### config.mk
export PLATFORM = sky130hd
export DESIGN_NAME = uart_tx_frame_flat
export DESIGN_NICKNAME = d
export VERILOG_FILES = /design/src/rtl/uart_tx_frame_if.sv /design/src/rtl/uart_tx_frame.sv /design/src/flat_wrapper.sv
export SDC_FILE = /design/constraint.sdc
export NUM_CORES = 1
export LEC_CHECK = 0
export ABC_AREA = 1
export CAP_MARGIN = 20
export CORE_MARGIN = 2
export CORE_UTILIZATION = 49
export CTS_CLUSTER_DIAMETER = 150
export DETAILED_ROUTE_END_ITERATION = 10
export GPL_TIMING_DRIVEN = 0
export HOLD_SLACK_MARGIN = 0.08
export PLACE_DENSITY = 0.76
export SYNTH_ARGS = -nofsm -noshare
export SYNTH_HDL_FRONTEND = slang
export SYNTH_SLANG_ARGS = --single-unit
### constraint.sdc
create_clock -name sys_clk_i -period 4.86 [get_ports sys_clk_i]
set_clock_uncertainty 0.15 [all_clocks]
set_input_delay 0.972 -clock sys_clk_i [delete_from_list [all_inputs] [get_ports sys_clk_i]]
set_output_delay 0.972 -clock sys_clk_i [all_outputs]
set_load 0.05 [all_outputs]
### src/rtl/uart_tx_frame_if.sv
// Stream and line signals of the UART transmitter; the source uses master and the transmitter uses slave.
interface uart_tx_frame_if #(
   parameter int DATA_BITS = 8
);
   logic                 uart_wr_i;
   logic [DATA_BITS-1:0] uart_dat_i;
   logic                 uart_rdy_o;
   logic                 uart_busy_o;
   logic                 uart_done_o;
   logic                 uart_tx;

   modport master (
      output uart_wr_i, uart_dat_i,
      input  uart_rdy_o, uart_busy_o, uart_done_o, uart_tx
   );

   modport slave (
      input  uart_wr_i, uart_dat_i,
      output uart_rdy_o, uart_busy_o, uart_done_o, uart_tx
   );
endinterface

### src/rtl/uart_tx_frame.sv
// Parametrised UART transmitter with fractional baud accumulator, parity and frame-done strobe.
// Define UART_TX_FIFO_EN to replace the single holding register with a FIFO_DEPTH-entry input FIFO.
//
// state  | meaning
// IDLE   | line high, waiting for a queued word
// START  | start bit (low)
// DATA   | payload bits, LSB first
// PARITY | parity bit of the captured word
// STOP   | STOP_BITS high bits, then done pulse
module uart_tx_frame #(
   parameter int CLK_HZ     = 100000000,
   parameter int BAUD       = 115200,
   parameter int DATA_BITS  = 8,
   parameter int STOP_BITS  = 1,
   parameter int PARITY     = 0,
   parameter int FIFO_DEPTH = 4
) (
   input  logic           sys_clk_i,
   input  logic           sys_rst_i,
   uart_tx_frame_if.slave bus
);

   localparam int ACC_W = $clog2(CLK_HZ) + 1;
   localparam logic [ACC_W-1:0] ACC_BAUD = ACC_W'(BAUD);
   localparam logic [ACC_W-1:0] ACC_WRAP = ACC_W'(CLK_HZ - BAUD);

   if (DATA_BITS < 5 || DATA_BITS > 9 || STOP_BITS < 1 || STOP_BITS > 2 ||
       PARITY < 0 || PARITY > 2 || BAUD * 2 > CLK_HZ ||
       FIFO_DEPTH < 2 || (FIFO_DEPTH & (FIFO_DEPTH - 1)) != 0) begin : g_param_check
      $error("uart_tx_frame: illegal parameter set");
   end

   typedef enum logic [2:0] {S_IDLE, S_START, S_DATA, S_PARITY, S_STOP} state_t;

   state_t               state_q, state_d;
   logic [ACC_W-1:0]     acc_q, acc_d;
   logic [3:0]           cnt_q, cnt_d;
   logic [DATA_BITS-1:0] shift_q, shift_d;
   logic                 par_q, par_d;
   logic                 tx_q, tx_d;
   logic                 busy_q, busy_d;
   logic                 done_q, done_d;
   logic                 rdy_q, rdy_d;
   logic                 tick, load, push;
   logic                 avail, avail_d, full_d;
   logic [DATA_BITS-1:0] head;

   assign tick = (acc_q >= ACC_WRAP);
   assign push = bus.uart_wr_i & rdy_q;

`ifdef UART_TX_FIFO_EN
   localparam int PTR_W = $clog2(FIFO_DEPTH);

   logic [DATA_BITS-1:0] fifo_mem [FIFO_DEPTH];
   logic [PTR_W-1:0]     wr_ptr_q, rd_ptr_q;
   logic [PTR_W:0]       count_q, count_d;

   assign head    = fifo_mem[rd_ptr_q];
   assign avail   = (count_q != '0);
   assign avail_d = (count_d != '0);
   assign full_d  = (count_d == (PTR_W+1)'(FIFO_DEPTH));

   always_comb begin
      count_d = count_q;
      if (push && !load)
         count_d = count_q + (PTR_W+1)'(1);
      else if (!push && load)
         count_d = count_q - (PTR_W+1)'(1);
   end

   always_ff @(posedge sys_clk_i) begin
      if (sys_rst_i) begin
         wr_ptr_q <= '0;
         rd_ptr_q <= '0;
         count_q  <= '0;
      end else begin
         if (push)
            wr_ptr_q <= wr_ptr_q + PTR_W'(1);
         if (load)
            rd_ptr_q <= rd_ptr_q + PTR_W'(1);
         count_q <= count_d;
      end
   end

   always_ff @(posedge sys_clk_i) begin
      if (push)
         fifo_mem[wr_ptr_q] <= bus.uart_dat_i;
   end
`else
   logic                 hold_vld_q, hold_vld_d;
   logic [DATA_BITS-1:0] hold_dat_q;

   assign head       = hold_dat_q;
   assign avail      = hold_vld_q;
   assign hold_vld_d = push | (hold_vld_q & ~load);
   assign avail_d    = hold_vld_d;
   assign full_d     = hold_vld_d;

   always_ff @(posedge sys_clk_i) begin
      if (sys_rst_i) begin
         hold_vld_q <= 1'b0;
         hold_dat_q <= '0;
      end else begin
         hold_vld_q <= hold_vld_d;
         if (push)
            hold_dat_q <= bus.uart_dat_i;
      end
   end
`endif

   always_ff @(posedge sys_clk_i) begin
      if (sys_rst_i) begin
         state_q <= S_IDLE;
         acc_q   <= '0;
         cnt_q   <= '0;
         shift_q <= '0;
         par_q   <= 1'b0;
         tx_q    <= 1'b1;
         busy_q  <= 1'b0;
         done_q  <= 1'b0;
         rdy_q   <= 1'b0;
      end else begin
         state_q <= state_d;
         acc_q   <= acc_d;
         cnt_q   <= cnt_d;
         shift_q <= shift_d;
         par_q   <= par_d;
         tx_q    <= tx_d;
         busy_q  <= busy_d;
         done_q  <= done_d;
         rdy_q   <= rdy_d;
      end
   end

   always_comb begin
      state_d = state_q;
      load    = 1'b0;
      case (state_q)
         S_IDLE: begin
            if (avail) begin
               load    = 1'b1;
               state_d = S_START;
            end
         end
         S_START: begin
            if (tick)
               state_d = S_DATA;
         end
         S_DATA: begin
            if (tick && cnt_q == 4'd1)
               state_d = (PARITY != 0) ? S_PARITY : S_STOP;
         end
         S_PARITY: begin
            if (tick)
               state_d = S_STOP;
         end
         S_STOP: begin
            if (tick && cnt_q == 4'd1) begin
               if (avail) begin
                  load    = 1'b1;
                  state_d = S_START;
               end else begin
                  state_d = S_IDLE;
               end
            end
         end
         default: state_d = S_IDLE;
      endcase

      acc_d   = acc_q;
      cnt_d   = cnt_q;
      shift_d = shift_q;
      par_d   = par_q;
      // Parity is latched from the word at load time, so shifting never disturbs it.
      if (load) begin
         acc_d   = '0;
         shift_d = head;
         par_d   = (PARITY == 1) ? ~(^head) : (^head);
      end else if (state_q != S_IDLE) begin
         acc_d = tick ? (acc_q - ACC_WRAP) : (acc_q + ACC_BAUD);
      end
      if (state_q == S_DATA && tick)
         shift_d = shift_q >> 1;
      // Down-counter of bits left in the current DATA or STOP phase.
      if (state_d != state_q) begin
         if (state_d == S_DATA)
            cnt_d = 4'(DATA_BITS);
         else if (state_d == S_STOP)
            cnt_d = 4'(STOP_BITS);
      end else if (tick && (state_q == S_DATA || state_q == S_STOP)) begin
         cnt_d = cnt_q - 4'd1;
      end
   end

   always_comb begin
      tx_d = 1'b1;
      case (state_d)
         S_START:  tx_d = 1'b0;
         S_DATA:   tx_d = shift_d[0];
         S_PARITY: tx_d = par_d;
         default:  tx_d = 1'b1;
      endcase
      busy_d = (state_d != S_IDLE) || avail_d;
      done_d = (state_q == S_STOP) && tick && (cnt_q == 4'd1);
      rdy_d  = ~full_d;
   end

   assign bus.uart_tx     = tx_q;
   assign bus.uart_busy_o = busy_q;
   assign bus.uart_done_o = done_q;
   assign bus.uart_rdy_o  = rdy_q;

endmodule

### src/flat_wrapper.sv
// flat-port wrapper written by rule: the top's interface ports become plain ports
module uart_tx_frame_flat 
#(
   parameter int CLK_HZ     = 100000000,
   parameter int BAUD       = 115200,
   parameter int DATA_BITS  = 8,
   parameter int STOP_BITS  = 1,
   parameter int PARITY     = 0,
   parameter int FIFO_DEPTH = 4
)
  (sys_clk_i, sys_rst_i, bus_uart_wr_i, bus_uart_dat_i, bus_uart_rdy_o, bus_uart_busy_o, bus_uart_done_o, bus_uart_tx);
  uart_tx_frame_if #(.DATA_BITS(DATA_BITS)) bus_i ();
  input  logic sys_clk_i;
  input  logic sys_rst_i;
  input wire logic [$bits(bus_i.uart_wr_i)-1:0] bus_uart_wr_i;
  input wire logic [$bits(bus_i.uart_dat_i)-1:0] bus_uart_dat_i;
  output wire logic [$bits(bus_i.uart_rdy_o)-1:0] bus_uart_rdy_o;
  output wire logic [$bits(bus_i.uart_busy_o)-1:0] bus_uart_busy_o;
  output wire logic [$bits(bus_i.uart_done_o)-1:0] bus_uart_done_o;
  output wire logic [$bits(bus_i.uart_tx)-1:0] bus_uart_tx;
  assign bus_i.uart_wr_i = bus_uart_wr_i;
  assign bus_i.uart_dat_i = bus_uart_dat_i;
  assign bus_uart_rdy_o = bus_i.uart_rdy_o;
  assign bus_uart_busy_o = bus_i.uart_busy_o;
  assign bus_uart_done_o = bus_i.uart_done_o;
  assign bus_uart_tx = bus_i.uart_tx;
  uart_tx_frame #(.CLK_HZ(CLK_HZ), .BAUD(BAUD), .DATA_BITS(DATA_BITS), .STOP_BITS(STOP_BITS), .PARITY(PARITY), .FIFO_DEPTH(FIFO_DEPTH)) u_core (.sys_clk_i(sys_clk_i), .sys_rst_i(sys_rst_i), .bus(bus_i));
endmodule
==> results.yml <==
cells_and_area:
  final_core_util_pct: 56.2
  num_antenna_cells: 0
  syn_to_final_growth_pct: 11.4
  fin_area_um2: 3080
  layout_commonest_cell: "nand2_1"
  nets: 412
  mostFrequentLayoutCells: "nand2_1, nor2_1, dfxtp_1"
  layout-drive-gt1-share_pct: 15.8
  n_fill_cell: 533
status:
  status: "finished clean"
synthesis:
  synth-adder-area-share_pct: 1.81
  yosys.area_share.simple_pct: 29.1
  synth-compound-area-share_pct: 20.4
  synth_top_family_by_area: "simple AND/OR/NAND/NOR gates"
  syn_inst: 377
  synth.avg_cell_area_um2: 7.32
  synthFlopType: "dfxtp_1"
  synthMuxAreaShare_pct: 0
  ys_seq_elements: 49
  synthXorXnorAreaFrac_pct: 3.81
  ys_warn_count: 0
  synthTopCellsByArea: "dfxtp_1, nand2_1, nor2_1, a21oi_1, o21ai_0"
  async_flop_share_pct: 0
  synth_edf_count: 0
  seq_area_frac_synth_pct: 35.5
  yosysTopAreaCellShare_pct: 35.5
  synthesis.area_um2: 2760
  synth_fp_nets: 392
  yosysTopAreaCell: "dfxtp_1"
  synth_cell_types: 42
routing:
  route.detailed.drc: 0
  drtIter0Drc: 112
  num_vias: 2437
  postRouteAntennaNets: 0
  drt-wirelength-per-cell_um: 12.3
  via_per_inst: 5.19
  drtPass1Iterations: 4
  drt-total-wl_um: 5770
critical_path:
  cpPeakStageDelay_ns: 0.80
  crit_slowest_cell: "clkdlybuf4s50_1"
  critPathArrivalTime_ns: 1.43
  crit_path_start_kind: "register"
  end_kind: "primary output"
  critical_path.top_delay_family: "buffers and inverters"
  path_max_fanout: 1
  critPathBufInv: 1
  worstPathCellList: "clkdlybuf4s50_1"
  crit_type: "reg -> out"
  worstPathRequired_ns: 3.74
floorplanning:
  rows: 27
  num_io_pins: 15
  die_h_um: 79.1
  initial_core_util_pct: 50.5
  die_w_um: 79.1
  core_um2: 5470
  design.die.area_um2: 6250
timing:
  slew_headroom_pct: 61.2
  hold_viol_final: 0
  maxSlewViolCount: 0
  rsz0062_at_grt: "no"
  tns_ns: 0
  final.min_clock_period_ns: 2.55
  max_clock_freq_ghz: 0.392
  min_period_over_period_pct: 52.5
  setup_violations: 0
  worst_pin_slew_ns: 0.582
hold_path:
  min_path_type: "reg -> reg"
placed_design:
  gp_congestion: 0.912
  placed_cell_area_um2: 2980
  port-buffer-count: 13
  place.detailed.hpwl_um: 4370
run:
  maxCapViolCount: 0
clock_tree:
  cts_buffer_depth: 2
  htreeDepth: 2
  cts-root-buf: "clkbuf_8"
  worstSkewPairLatency_ns: 0.31
  cts_tree: "done"
  cts_setup_buffers: 0
  postCtsHoldBufs: 0
  cts_buffers: 5
  cts.repair.resized: 0
  clk_transition_reported_paths_ns: 0.09
  cts_num_sinks: 49
global_routing:
  grt_use_total_pct: 20.1
  grt_pass1_wl_um: 10100
  grt_max_degree: 18
  antenna_found_initial: 0
  grt_pass1_vias: 2250
  grt_overflow_total: 0
pwr:
  vdd_drop_max_uv: 179
  powerDensity_nw_per_um2: 263
  leakage_uw: 0.00126
-- cell type report --
class | count | area (um^2) | area share, %
buffer | 8 | 42.5 | 1.38
clock buffer | 5 | 68.8 | 2.24
clock inverter | 3 | 25.0 | 0.814
inverter | 56 | 215 | 7.00
multi-input combinational | 264 | 1520 | 49.5
sequential | 49 | 981 | 31.9
tap | 72 | 90.1 | 2.93
timing repair buffer | 13 | 130 | 4.23
-- layer usage --
layer  wire length [um]  global-route usage [%]
met2               2840                    34.9
met3                185                    3.64
met5                  0                       0
met1               2650                    25.2
met4                 92                    6.38
-- sequential cells by signal, indices dropped and copies added, names as in the netlist --
| name | flops |
|---|---|
| u_core.acc_q | 20 |
| u_core.avail | 1 |
| u_core.bus.uart_busy_o | 1 |
| u_core.bus.uart_done_o | 1 |
| u_core.bus.uart_rdy_o | 1 |
| u_core.bus.uart_tx | 1 |
| u_core.cnt_q | 4 |
| u_core.head | 8 |
| u_core.par_q | 1 |
| u_core.shift_q | 8 |
| u_core.state_q | 3 |
-- cells in the mapped netlist (4+ instances only) --
| cell | n |
|---|---|
| a21oi_1 | 33 |
| a221oi_1 | 4 |
| buf_2 | 4 |
| dfxtp_1 | 49 |
| ha_1 | 4 |
| inv_1 | 41 |
| inv_2 | 12 |
| nand2_1 | 52 |
| nand2_2 | 8 |
| nand3_1 | 15 |
| nand4_1 | 8 |
| nor2_1 | 49 |
| nor2_2 | 6 |
| o211ai_1 | 8 |
| o21ai_0 | 32 |
| xnor2_1 | 5 |
| xor2_1 | 7 |
-- worst paths after layout --
path,cells after the start,slack [ns],from,to
hold reg to reg,1,0.32,u_core.acc_q[14],u_core.acc_q[14]
setup / recovery,1,2.31,u_core.bus.uart_busy_o,bus_uart_busy_o
setup reg to reg,15,2.53,u_core.acc_q[8],u_core.acc_q[20]
hold / removal,1,0.32,u_core.acc_q[14],u_core.acc_q[14]
-- cells by family (layout without fill, tap and decap cells) --
family / after synthesis / in the layout
AND/OR/NAND/NOR: 156 / 156
AO/OA/AOI/OAI: 92 / 92
buffers and inverters: 64 / 85
flip-flops: 49 / 49
XOR/XNOR: 12 / 12
adder cells (fa/ha/maj): 4 / 4
-- report_power, final --
group          switching [uW]  internal [uW]  leakage (uW)  total, uW
Clock                     145            104     0.0000447        249
Combinational            81.0           50.5      0.000820        132
Sequential               10.6            417      0.000398        428
Total                     236            572       0.00126        808
-- per-stage QoR --
step / std cells / total power [uW] / hold WS [ns] / setup WS (ns)
3_5_place_dp: 462 / 568 / 0.312 / 2.37
2_1_floorplan: 377 / 535 / 0.292 / 2.82
4_1_cts: 470 / 819 / 0.326 / 2.28
3_3_place_gp: 462 / 566 / 0.302 / 2.42
6_report: 470 / 808 / 0.324 / 2.31
5_1_grt: 470 / 854 / 0.338 / 2.27
(Power assumes the default switching activity.)
==> edit 1: new RTL, same flow settings <==
`shift_q` no longer has a reset.
--- a/src/rtl/uart_tx_frame.sv
+++ b/src/rtl/uart_tx_frame.sv
@@ -113,7 +113,6 @@
          state_q <= S_IDLE;
          acc_q   <= '0;
          cnt_q   <= '0;
-         shift_q <= '0;
          par_q   <= 1'b0;
          tx_q    <= 1'b1;
          busy_q  <= 1'b0;
@@ -123,13 +122,16 @@
          state_q <= state_d;
          acc_q   <= acc_d;
          cnt_q   <= cnt_d;
-         shift_q <= shift_d;
          par_q   <= par_d;
          tx_q    <= tx_d;
          busy_q  <= busy_d;
          done_q  <= done_d;
          rdy_q   <= rdy_d;
       end
+   end
+
+   always_ff @(posedge sys_clk_i) begin
+      shift_q <= shift_d;
    end
 
    always_comb begin
Behaviour: no difference found for any inputs over 10 cycles, from zero or initial values and one cycle with sys_rst_i high; that may be too few to reach the edited logic, so the function may still have changed.
==> edit 1 against the unedited design <==
- synthesized area is 2.2% lower
- critical path type unchanged
- first-iteration DRC count is 4.5% lower
- worst setup slack worse by 0.013 ns
- global-route usage is 0.85 points lower
- power is 13% higher
- design area is 0.37% lower
- wire length is 6.1% lower
- synthesized cell count is 0.27% lower
- sequential cell count stayed put
==> edit 1: results (changes against the unedited design) <==
| Metric | Value |
|---|---|
| Fin area | `3064 um2 (was 3075 um2)` |
| Inverters | `44 (was 56)` |
| Top post-synthesis cells by count | `nand2_1 (69), nor2_1 (62), dfxtp_1 (43) (was nand2_1 (52), dfxtp_1 (49), nor2_1 (49))` |
| Tightest Pin Transition | `0.4915 ns (was 0.5819 ns)` |
| Status | `complete, no violations (unchanged)` |
| CP Launch Point | `u_core.bus.uart_rdy_o (was u_core.bus.uart_busy_o)` |
| Layout cells sized above 1 | `0.1256 (was 0.1583)` |
| WL met2 | `2473 um (was 2841 um)` |
| Seq/Total Area, Yosys | `0.3855 (was 0.3552)` |
| Clock network area share | `0.04369 (was 0.03051)` |
| Post-synth EDFFs | `6 (was 0)` |
| Sequential power | `0.442 mW (was 0.428 mW)` |
| R2R setup slack | `2.54 ns (was 2.53 ns)` |
| HPWL Detailed | `3987 um (was 4368 um)` |
| Area grow syn2layout | `13.48% (was 11.37%)` |
| Leakage | `1.328 nW (was 1.263 nW)` |
| Layout fillers | `512 (was 533)` |
| Routability Congestion | `0.8887 (was 0.9120)` |
| Buffers, non-clock | `22 (was 21)` |
| WL final | `5416 um (was 5767 um)` |
| Final sequential cell count | `49 (unchanged)` |
| Sequential cell area | `1041 um2 (was 980.9 um2)` |
| Worst min-delay path startpoint | `u_core.shift_q[0] (was u_core.acc_q[14])` |
| Setup WS pre-CTS | `2.247 ns (was 2.368 ns)` |
| Fraction of area in multi-input gates | `0.4728 (was 0.4951)` |
| Met2 Usage GRT | `0.3129 (was 0.3492)` |
| GRT Total Usage | `0.1925 (was 0.2010)` |
| Fin crit share | `0.5271 (was 0.5245)` |
| Final-layout non-clock buffer area share | `0.06043 (was 0.05614)` |
| Syn avg cell area | `7.181 um2 (was 7.325 um2)` |
| Max VDD drop | `0.1498 mV (was 0.1793 mV)` |
| Detail Route met3 WL | `188 um (was 185 um)` |
| Met3 usage | `0.05287 (was 0.03636)` |
| Sequential group share of total power | `0.484 (was 0.529)` |
| Placed Area | `2930 um2 (was 2982 um2)` |
==> edit 1: cell count changes after synthesis, moves of 7 or more <==
cell     change
nand3_1      +7
inv_1       -12
o21ai_0     -13
nor2_1      +13
nand2_1     +17
a21oi_1      -7
o21ai_1     +13
==> edit 1: path summary, 6_finish.rpt <==
path,cells past startpoint,to
max,1,bus_uart_rdy_o
min,2,u_core.shift_q[0]
max reg2reg,11,u_core.bus.uart_tx
min reg2reg,2,u_core.shift_q[0]
==> edit 1: kinds of logic after synthesis <==
| kind of cell | Yosys count | share of synthesized area |
|---|---|---|
| buffers and inverters | 52 | 0.07785 |
| XOR/XNOR | 15 | 0.04866 |
| AO/OA/AOI/OAI | 75 | 0.1585 |
| adder cells (fa/ha/maj) | 4 | 0.01854 |
| AND/OR/NAND/NOR | 181 | 0.3109 |
| flip-flops | 49 | 0.3855 |
==> edit 2: new RTL, config.mk and constraints unchanged <==
Made on the original files. `PARITY` is set to 0 in 2 places; all go to 1.
--- a/src/rtl/uart_tx_frame.sv
+++ b/src/rtl/uart_tx_frame.sv
@@ -12,7 +12,7 @@
    parameter int BAUD       = 115200,
    parameter int DATA_BITS  = 8,
    parameter int STOP_BITS  = 1,
-   parameter int PARITY     = 0,
+   parameter int PARITY     = 1,
    parameter int FIFO_DEPTH = 4
 ) (
    input  logic           sys_clk_i,
--- a/src/flat_wrapper.sv
+++ b/src/flat_wrapper.sv
@@ -5,7 +5,7 @@
    parameter int BAUD       = 115200,
    parameter int DATA_BITS  = 8,
    parameter int STOP_BITS  = 1,
-   parameter int PARITY     = 0,
+   parameter int PARITY     = 1,
    parameter int FIFO_DEPTH = 4
 )
   (sys_clk_i, sys_rst_i, bus_uart_wr_i, bus_uart_dat_i, bus_uart_rdy_o, bus_uart_busy_o, bus_uart_done_o, bus_uart_tx);
Check against the original RTL: same outputs for any inputs over 10 cycles, from zero or initial values and one cycle with sys_rst_i high; that may be too few to reach the edited logic, so the function may still have changed.
==> edit 2 against the unedited design <==
- critical path depth unchanged
- power is 6.0% higher
- core utilization rose by 1.8 points
- clock power rose by 19%
- sequential cell count is the same
- sequential share of layout area increased by 0.78 points
- worst setup slack worse by 0.012 ns
- design area fell by 2.4%
- synthesized area is 3.3% lower
- die area down 3.1%
- wire length is 8.3% lower
- via count decreased by 3.3%
- largest cell class unchanged
==> edit 2: results (changes against the unedited design) <==
| Metric | Value |
|---|---|
| Top reg by flops | `u_core.acc_q (unchanged)` |
| Seq/Total Area, Yosys | `0.3672 (was 0.3552)` |
| CP max FO | `2 (was 1)` |
| Largest net degree at the start of global routing | `17 (was 18)` |
| Max VDD drop | `0.2033 mV (was 0.1793 mV)` |
| Post-Syn Instances | `363 (was 377)` |
| Avg WL per Cell | `11.65 um (was 12.27 um)` |
| Tightest Pin Transition | `0.7318 ns (was 0.5819 ns)` |
| Max H-tree Level | `2 (unchanged)` |
| Fin Hold WS | `0.3360 ns (was 0.3238 ns)` |
| Top post-synthesis cells by count | `nor2_1 (65), nand2_1 (60), dfxtp_1 (49) (was nand2_1 (52), dfxtp_1 (49), nor2_1 (49))` |
| Vias per inst | `5.192 (was 5.185)` |
| Ranking of synthesized cells by area | `dfxtp_1 (37%), nor2_1 (9.1%), nand2_1 (8.4%) (was dfxtp_1 (36%), nand2_1 (7.1%), nor2_1 (6.7%))` |
| First-pass GRT wire length | `9252 um (was 10130 um)` |
| Layout cells sized above 1 | `0.1068 (was 0.1583)` |
| Vias in the first global route | `2142 (was 2250)` |
| HPWL Detailed | `3978 um (was 4368 um)` |
| Crit path DAT | `roughly 1.4 ns` |
| Syn_nets | `378 (was 392)` |
| Layout fillers | `477 (was 533)` |
| Status | `complete, no violations (unchanged)` |
| GRT Total Usage | `0.1868 (was 0.2010)` |
| Dpl cells | `446 (was 462)` |
| Nets | `398 (was 412)` |
| Hold Crit Class | `reg2reg (unchanged)` |
| Leakage | `1.217 nW (was 1.263 nW)` |
| Unique cell type count in the Yosys netlist | `45 (was 42)` |
| Routability Congestion | `0.8832 (was 0.9120)` |
| R2R setup slack | `2.48 ns (was 2.53 ns)` |
| Initial DRC count | `107 (was 112)` |
| Internal power | `0.6240 mW (was 0.5718 mW)` |
| Clk root buf | `clkbuf_8 (unchanged)` |
| WL final | `5289 um (was 5767 um)` |
==> edit 2: cell types whose count changed after synthesis, moves of 3 or more <==
cell	unedited run	this run
a21oi_1	33	15
a31oi_1	0	5
inv_1	41	32
inv_2	12	3
nand2_1	52	60
nand4_1	8	3
nor2_1	49	65
nor2_2	6	2
o21ai_0	32	19
or2_2	0	3
xnor2_1	5	10
xor2_1	7	15
==> edit 2: layout make-up <==
cell class,instances,share of cell area
multi-input combinational,268,0.4956
clock inverter,3,0.01459
clock buffer,5,0.02293
tap,70,0.02918
sequential,49,0.3268
inverter,36,0.04585
buffer,10,0.02168
timing repair buffer,13,0.04335
==> edit 2: final timing paths <==
check / startpoint / to / depth (start not counted)
worst max-delay path: u_core.bus.uart_rdy_o / bus_uart_rdy_o / 1
worst min-delay path: u_core.shift_q[7] / u_core.shift_q[7] / 2
worst max register to register: u_core.cnt_q[1] / u_core.acc_q[25] / 10
worst min register to register: u_core.shift_q[7] / u_core.shift_q[7] / 2
==> edit 2: logic make-up after synthesis <==
logic type      synth area share
buf+inv                  0.07588
compound gates            0.1447
flops                     0.3672
xor+xnor                 0.08197
simple gates              0.3115
fa+ha+maj                0.01874
==> edit 2: routing by layer <==
metal,track usage,share of wire
met1,0.2402,0.49
met2,0.3112,0.47
met3,0.03256,0.028
met4,0.07143,0.011
met5,0,0
==> edit 2: power by group through the flow <==
stage,Combinational (mW),Clock (mW),Sequential [mW]
after floorplan,0.0892,0,0.447
final,0.128,0.297,0.432
after CTS,0.129,0.303,0.432
after global routing,0.146,0.322,0.434
after detailed placement,0.129,0,0.441
after global placement,0.126,0,0.441
==> edit 2: stage by stage <==
stage / util / cell area, um2 / setup WS, ns
6_report: 0.5803 / 3002 / 2.299
3_3_place_gp: 0.5585 / 2889 / 2.520
5_1_grt: 0.5803 / 3002 / 2.258
4_1_cts: 0.5803 / 3002 / 2.283
2_1_floorplan: - / 2671 / 2.851
3_5_place_dp: 0.5585 / 2889 / 2.499
==> edit 2: tightest hold or removal path, delay by kind of cell (launching register included) <==
| kind | cells | cell delay, ns |
|---|---|---|
| AO/OA/AOI/OAI | 1 | 0.08 |
| buffers and inverters | 1 | 0.06 |
| flip-flops | 1 | 0.31 |
